### config.mk
export PLATFORM = sky130hd
export DESIGN_NAME = fetch_unit
export DESIGN_NICKNAME = d
export VERILOG_FILES = /design/src/rtl/fetch_unit_pkg.sv /design/src/rtl/fetch_unit_pc_next_calc.sv /design/src/rtl/fetch_unit.sv
export SDC_FILE = /design/constraint.sdc
export NUM_CORES = 1
export LEC_CHECK = 0
export BUFFER_PORTS_ARGS = -buffer_cell sky130_fd_sc_hd__buf_2
export CAP_MARGIN = 20
export CORE_ASPECT_RATIO = 2
export CORE_MARGIN = 3
export CORE_UTILIZATION = 35
export DETAILED_ROUTE_END_ITERATION = 8
export PLACE_DENSITY = 0.65
export REMOVE_ABC_BUFFERS = 1
export SYNTH_ARGS = -nofsm -noshare
export SYNTH_HDL_FRONTEND = slang
export SYNTH_SLANG_ARGS = --single-unit
### constraint.sdc
create_clock -name clk -period 4.07 [get_ports clk]
set_clock_uncertainty 0.2 [all_clocks]
set_input_delay 0 -clock clk [delete_from_list [all_inputs] [get_ports clk]]
set_output_delay 0 -clock clk [all_outputs]
set_load 0.005 [all_outputs]
### src/rtl/fetch_unit_pkg.sv
// Shared definitions for the fetch stage: FSM state encoding and the
// default address/counter sizing that the instruction memory also uses.
package fetch_unit_pkg;

  typedef enum logic [1:0] {
    IDLE   = 2'd0,
    RUN    = 2'd1,
    HALTED = 2'd2
  } fetch_state_t;

  // Instruction address width shared with instr_mem
  localparam int ADDR_WIDTH_DEFAULT = 9;

  // PC loaded on reset and on every start
  localparam int START_ADDR_DEFAULT = 0;

  // Width of the run-cycle statistics counter
  localparam int CNT_WIDTH_DEFAULT = 16;

endpackage

### src/rtl/fetch_unit_pc_next_calc.sv
// Next-PC selection: sequential increment or taken-branch target.
// All arithmetic wraps modulo 2^addr_width; the relative offset is
// already sign-extended at addr_width, so a plain add does the job.
module pc_next_calc
  import fetch_unit_pkg::*;
#(
  parameter int addr_width = ADDR_WIDTH_DEFAULT
) (
  input  logic [addr_width-1:0] pc,
  input  logic [addr_width-1:0] fetch_pc,
  input  logic                  branch_taken,
  input  logic                  branch_rel,
  input  logic [addr_width-1:0] offset,
  input  logic [addr_width-1:0] target,
  output logic [addr_width-1:0] next_pc
);

  // Relative branches are measured from the PC of the branching
  // instruction (fetch_pc), not from the address currently on the bus.
  always_comb begin
    next_pc = pc + 1'b1;
    if (branch_taken) begin
      if (branch_rel) begin
        next_pc = fetch_pc + offset;
      end else begin
        next_pc = target;
      end
    end
  end

endmodule

### src/rtl/fetch_unit.sv
// Program-counter and fetch-control stage in front of a synchronous
// instruction memory. pc_o is the read address issued this cycle;
// fetch_pc_o/fetch_valid_o describe the word the memory is returning
// now (issued one cycle earlier). A taken branch squashes the single
// wrong-path slot already in flight.
module fetch_unit
  import fetch_unit_pkg::*;
#(
  parameter int addr_width = ADDR_WIDTH_DEFAULT,
  parameter int START_ADDR = START_ADDR_DEFAULT,
  parameter int CNT_WIDTH  = CNT_WIDTH_DEFAULT
) (
  input  logic                  clk,
  input  logic                  reset,
  input  logic                  start_i,
  input  logic                  stall_i,
  input  logic                  branch_taken_i,
  input  logic                  branch_rel_i,
  input  logic [addr_width-1:0] branch_offset_i,
  input  logic [addr_width-1:0] branch_target_i,
  input  logic                  halt_i,
  output logic [addr_width-1:0] pc_o,
  output logic [addr_width-1:0] fetch_pc_o,
  output logic                  fetch_valid_o,
  output logic                  done_o,
  output logic [CNT_WIDTH-1:0]  cycle_count_o
);

  localparam logic [addr_width-1:0] START_PC = START_ADDR[addr_width-1:0];

  fetch_state_t state, state_n;

  logic [addr_width-1:0] pc_n;
  logic [addr_width-1:0] fetch_pc_n;
  logic                  fetch_valid_n;
  logic                  done_n;
  logic [CNT_WIDTH-1:0]  cycle_count_n;
  logic [addr_width-1:0] calc_pc;
  logic                  branch_live;

  // Branch and halt requests only mean something when decode is looking
  // at a real instruction; during a bubble they are stale and ignored.
  assign branch_live = branch_taken_i & fetch_valid_o;

  pc_next_calc #(
    .addr_width(addr_width)
  ) u_pc_next_calc (
    .pc          (pc_o),
    .fetch_pc    (fetch_pc_o),
    .branch_taken(branch_live),
    .branch_rel  (branch_rel_i),
    .offset      (branch_offset_i),
    .target      (branch_target_i),
    .next_pc     (calc_pc)
  );

  // State register and fetch pipeline registers; reset clears everything
  // immediately so a mid-run reset needs a fresh start to resume.
  always_ff @(posedge clk or posedge reset) begin
    if (reset) begin
      state         <= IDLE;
      pc_o          <= START_PC;
      fetch_pc_o    <= '0;
      fetch_valid_o <= 1'b0;
      done_o        <= 1'b0;
      cycle_count_o <= '0;
    end else begin
      state         <= state_n;
      pc_o          <= pc_n;
      fetch_pc_o    <= fetch_pc_n;
      fetch_valid_o <= fetch_valid_n;
      done_o        <= done_n;
      cycle_count_o <= cycle_count_n;
    end
  end

  // Next-state and next-register values; in RUN the checks run in order
  // halt, stall, then branch/sequential advance, so a halt wins over a
  // simultaneous stall and a stall holds a pending branch until release.
  always_comb begin
    state_n       = state;
    pc_n          = pc_o;
    fetch_pc_n    = fetch_pc_o;
    fetch_valid_n = fetch_valid_o;
    done_n        = done_o;
    cycle_count_n = cycle_count_o;

    unique case (state)
      IDLE: begin
        pc_n          = START_PC;
        fetch_valid_n = 1'b0;
        if (start_i) begin
          state_n       = RUN;
          cycle_count_n = '0;
        end
      end

      RUN: begin
        if (cycle_count_o != {CNT_WIDTH{1'b1}}) begin
          cycle_count_n = cycle_count_o + 1'b1;
        end
        if (halt_i && fetch_valid_o) begin
          state_n       = HALTED;
          fetch_valid_n = 1'b0;
          done_n        = 1'b1;
        end else if (stall_i) begin
          pc_n          = pc_o;
          fetch_pc_n    = fetch_pc_o;
          fetch_valid_n = fetch_valid_o;
        end else begin
          pc_n          = calc_pc;
          fetch_pc_n    = pc_o;
          fetch_valid_n = ~branch_live;
        end
      end

      HALTED: begin
        fetch_valid_n = 1'b0;
        done_n        = 1'b1;
        if (start_i) begin
          state_n       = RUN;
          pc_n          = START_PC;
          done_n        = 1'b0;
          cycle_count_n = '0;
        end
      end

      default: begin
        state_n       = IDLE;
        pc_n          = START_PC;
        fetch_valid_n = 1'b0;
        done_n        = 1'b0;
      end
    endcase
  end

endmodule
==> out/summary.log <==
qor: status.outcome finished, final reports clean
qor: timing.fmax 0.346 GHz
qor: global_route.antenna_found_initial 0
qor: timing.timing_worst_slew_pin_value 0.569 ns
qor: cts.postcts_setup_bufs 0
qor: logic_synthesis.synth-adder-area-share 7.63%
qor: cts.cts.path.max_buffers 2
qor: logic_synthesis.synth.ff_latch_count 38
qor: setup_path.timing.critical_path.to_type flip-flop
qor: logic_synthesis.compound_cell_area_share_of_the_yosys_netlist 20.0%
qor: logic_synthesis.yosysSeqAreaShare 37.2%
qor: pwr.power.share.sequential 32.3%
qor: worst_hold_path.min-delay-path-class in2reg
qor: detailed_routing.detailroute.via_count 2,407
qor: die.floorplan.die_area 8430 sq um
qor: flow_run.cap_violations 0
qor: die.floorplan.rows 43
qor: place.pre_cts_slack 1.75 ns
qor: logic_synthesis.ys.flop_type sky130_fd_sc_hd__dfrtp_1
qor: cts.insertion_delay 0.28 ns
qor: logic_synthesis.async_flop_share 100%
qor: timing.slew_viol_final 0
qor: detailed_routing.routedWlPerCell 15.5 um
qor: die.start_util 36.6%
qor: logic_synthesis.synth_top_family_by_area simple AND/OR/NAND/NOR gates
qor: logic_synthesis.synth_cells 275
qor: cts.cts_inserted_buffers 5
qor: setup_path.timing.critical_path.to pc_o[8]
qor: setup_path.r2r-start fetch_pc_o[0]
qor: setup_path.critical_path.reg2reg.endpoint pc_o[8]
qor: pwr.power_density 504 nW/um^2
qor: setup_path.ff2ff_setup_slack 1.18 ns
qor: cts.cts-resized-gates 0
qor: logic_synthesis.synth_mux_area_share 6.16%
qor: setup_path.timing.critical_path.arrival 2.86 ns
qor: final_layout.area.growth.synth_to_final 27.3%
qor: global_route.global_routing_usage_summed_across_all_routing_layers 17.3%
qor: logic_synthesis.count_of_flip_flops_with_a_built_in_enable_after_synthesis 0
qor: timing.final.setup.worst_slack 1.18 ns
qor: die.floorplan.die.height 127 um
qor: final_layout.number_of_fill_cells 727
qor: pwr.sw_frac_of_total 39.2%
qor: timing.final.min_clock_period 2.89 ns
qor: final_layout.layout_common_cells sky130_fd_sc_hd__buf_2, sky130_fd_sc_hd__dfrtp_1, sky130_fd_sc_hd__nor2_1, sky130_fd_sc_hd__nand2_1, sky130_fd_sc_hd__o21ai_0
qor: final_layout.layout.cells.most_common sky130_fd_sc_hd__buf_2
qor: logic_synthesis.synthXorXnorAreaFrac 3.42%
qor: final_layout.final_net_count 393
qor: timing.final_hold_viol_count 0
qor: cts.cts_hold_buffers 14
qor: timing.fin_crit_sh 71.1%
qor: cts.clock_tree_root_buffer_cell sky130_fd_sc_hd__clkbuf_16
qor: cts.cts-htree-levels 2
qor: detailed_routing.post-route-drc-count 0
qor: die.pin_count 61
qor: final_layout.layout-drive-gt1-share 26.8%
qor: setup_path.crit_path_start_kind flip-flop
qor: detailed_routing.drt_wl_total 6.90 mm
qor: global_route.global_route_wire_length_before_repair 11.3 mm
qor: detailed_routing.antenna_violating_nets_post_route 0
qor: pwr.clock_power_share 24.3%
qor: pwr.p_sw 0.644 mW
qor: logic_synthesis.synth_simple_gate_area_share 23.6%
qor: cts.tritoncts built
qor: setup_path.worstSetupStartpoint fetch_pc_o[0]
qor: die.die_width 66.4 um
qor: place.number_of_buffer_cells_added_on_primary_ports 60
qor: detailed_routing.viasPerCell 5.42
qor: logic_synthesis.synth_cell_types 57
qor: global_route.grt_overflow_total 0
qor: logic_synthesis.ys.warnings.count 0
qor: timing.tns 0 ns
qor: global_route.grt_pass1_vias 2,461
qor: detailed_routing.drt-pass1-iter-count 4
qor: setup_path.r2r.worst_path.cells 8
qor: pwr.internal_power 0.997 mW
qor: setup_path.critPathKind reg2reg
qor: pwr.combinationalPowerShare 43.4%
qor: timing.slew_headroom 62.0%
qor: die.floorplan.core_area 6990 sq um
qor: pwr.power.leakage 1.56 nW
qor: global_route.grt_max_degree 39
qor: cts.clock-sinks 38
qor: setup_path.path_max_fanout 3
qor: timing.rsz0062_at_grt false
qor: final_layout.n_antenna_cell 0
qor: logic_synthesis.synth.avg_cell_area 9.30 sq um
qor: cts.worst_setup_hold_path_clk_slew 0.06 ns
qor: place.gp_routability_congestion 0.841
qor: logic_synthesis.netlist_area 2560 sq um
qor: place.hpwl 5.26 mm
qor: setup_path.worstPathRequired 4.03 ns
qor: detailed_routing.drt_iter0_markers 110
qor: timing.setup_viol 0
qor: pwr.vdd_ir_drop_max 0.000296 V
==> critical path, cell delays in order, from the launching register on <==
cell	delay [ns]
sky130_fd_sc_hd__dfrtp_1	0.39
sky130_fd_sc_hd__ha_1	0.22
sky130_fd_sc_hd__fa_1	0.41
sky130_fd_sc_hd__a21o_1	0.20
sky130_fd_sc_hd__o21a_1	0.24
sky130_fd_sc_hd__o41ai_2	0.32
sky130_fd_sc_hd__xnor2_1	0.16
sky130_fd_sc_hd__a21oi_1	0.08
sky130_fd_sc_hd__dlygate4sd3_1	0.56
==> routing by layer <==
layer	global-route usage [%]	share of wire, %	up-vias
met2	33.5	58	58
met5	0	0	-
met1	16.4	35	1157
met4	8.74	3.5	0
li1	-	-	1175
met3	3.10	3.8	17
==> worst min-delay path by stage <==
stage           start  slack (ns)           endpoint  cells past startpoint
6_report       halt_i        0.02             done_o                      4
5_1_grt        halt_i        0.05             done_o                      4
4_1_cts        halt_i        0.02           state[1]                      4
3_5_place_dp    reset       -0.03  cycle_count_o[14]                      3
3_3_place_gp    reset       -0.04  cycle_count_o[11]                      3
2_1_floorplan  halt_i       -0.04      fetch_valid_o                      3
==> cells in the mapped netlist, drive strengths merged (2+ instances only) <==
library cell / count / area [sq um]
dfrtp: 38 / 951
nor2: 26 / 108
nand2: 22 / 82.6
o21ai: 20 / 100
a21oi: 18 / 90.1
nand3: 16 / 90.1
ha: 14 / 175
mux2: 11 / 128
xnor2: 10 / 87.6
nor3: 8 / 40.0
inv: 7 / 26.3
a211oi: 6 / 45.0
and3: 5 / 31.3
clkbuf: 5 / 18.8
nand2b: 5 / 31.3
nor2b: 5 / 31.3
a21o: 4 / 30.0
nand4: 4 / 25.0
nor4: 4 / 55.1
o31ai: 4 / 30.0
or2: 4 / 27.5
or3: 4 / 25.0
a31oi: 3 / 18.8
and2: 3 / 18.8
mux2i: 3 / 30.0
a2111oi: 2 / 25.0
a21boi: 2 / 15.0
a31o: 2 / 17.5
o41ai: 2 / 25.0
==> power by group through the flow <==
stage	registers (mW)	clock network, mW	logic [mW]
4_1_cts	0.531	0.408	0.720
3_5_place_dp	0.538	0	0.690
6_report	0.530	0.398	0.712
2_1_floorplan	0.522	0	0.463
3_3_place_gp	0.534	0	0.677
5_1_grt	0.545	0.425	0.802
==> state kept, by name (all words and copies together), names as in the netlist <==
name and flops:
cycle_count_o 16, done_o 1, fetch_valid_o 1, state 2, pc_o 9, fetch_pc_o 9
==> cell type report <==
class / count / area, sq um / share of cell area [%]
timing repair buffer: 77 / 463 / 14.2
clock inverter: 1 / 5.00 / 0.154
tap: 90 / 113 / 3.46
inverter: 7 / 26.3 / 0.807
sequential: 38 / 951 / 29.2
multi-input combinational: 224 / 1560 / 47.8
clock buffer: 7 / 143 / 4.38
==> cell families (layout without fill, tap and decap cells) <==
| group | after synthesis | after routing |
|---|---|---|
| AND/OR/NAND/NOR | 110 | 110 |
| AO/OA/AOI/OAI | 75 | 75 |
| flip-flops | 38 | 38 |
| adder cells (fa/ha/maj) | 15 | 15 |
| multiplexers | 14 | 14 |
| buffers and inverters | 13 | 92 |
| XOR/XNOR | 10 | 10 |
==> stage by stage <==
step | util (%) | instances | power, mW | hold WS, ns | cell area, sq um
2_1_floorplan | - | 269 | 0.985 | -0.0365 | 2530
3_3_place_gp | 42.5 | 422 | 1.21 | -0.0432 | 2970
3_5_place_dp | 42.5 | 422 | 1.23 | -0.0280 | 2970
4_1_cts | 46.6 | 444 | 1.66 | 0.0187 | 3260
5_1_grt | 46.6 | 444 | 1.77 | 0.0463 | 3260
6_report | 46.6 | 444 | 1.64 | 0.0209 | 3260
Note: power is estimated with default switching activity, not from simulation.
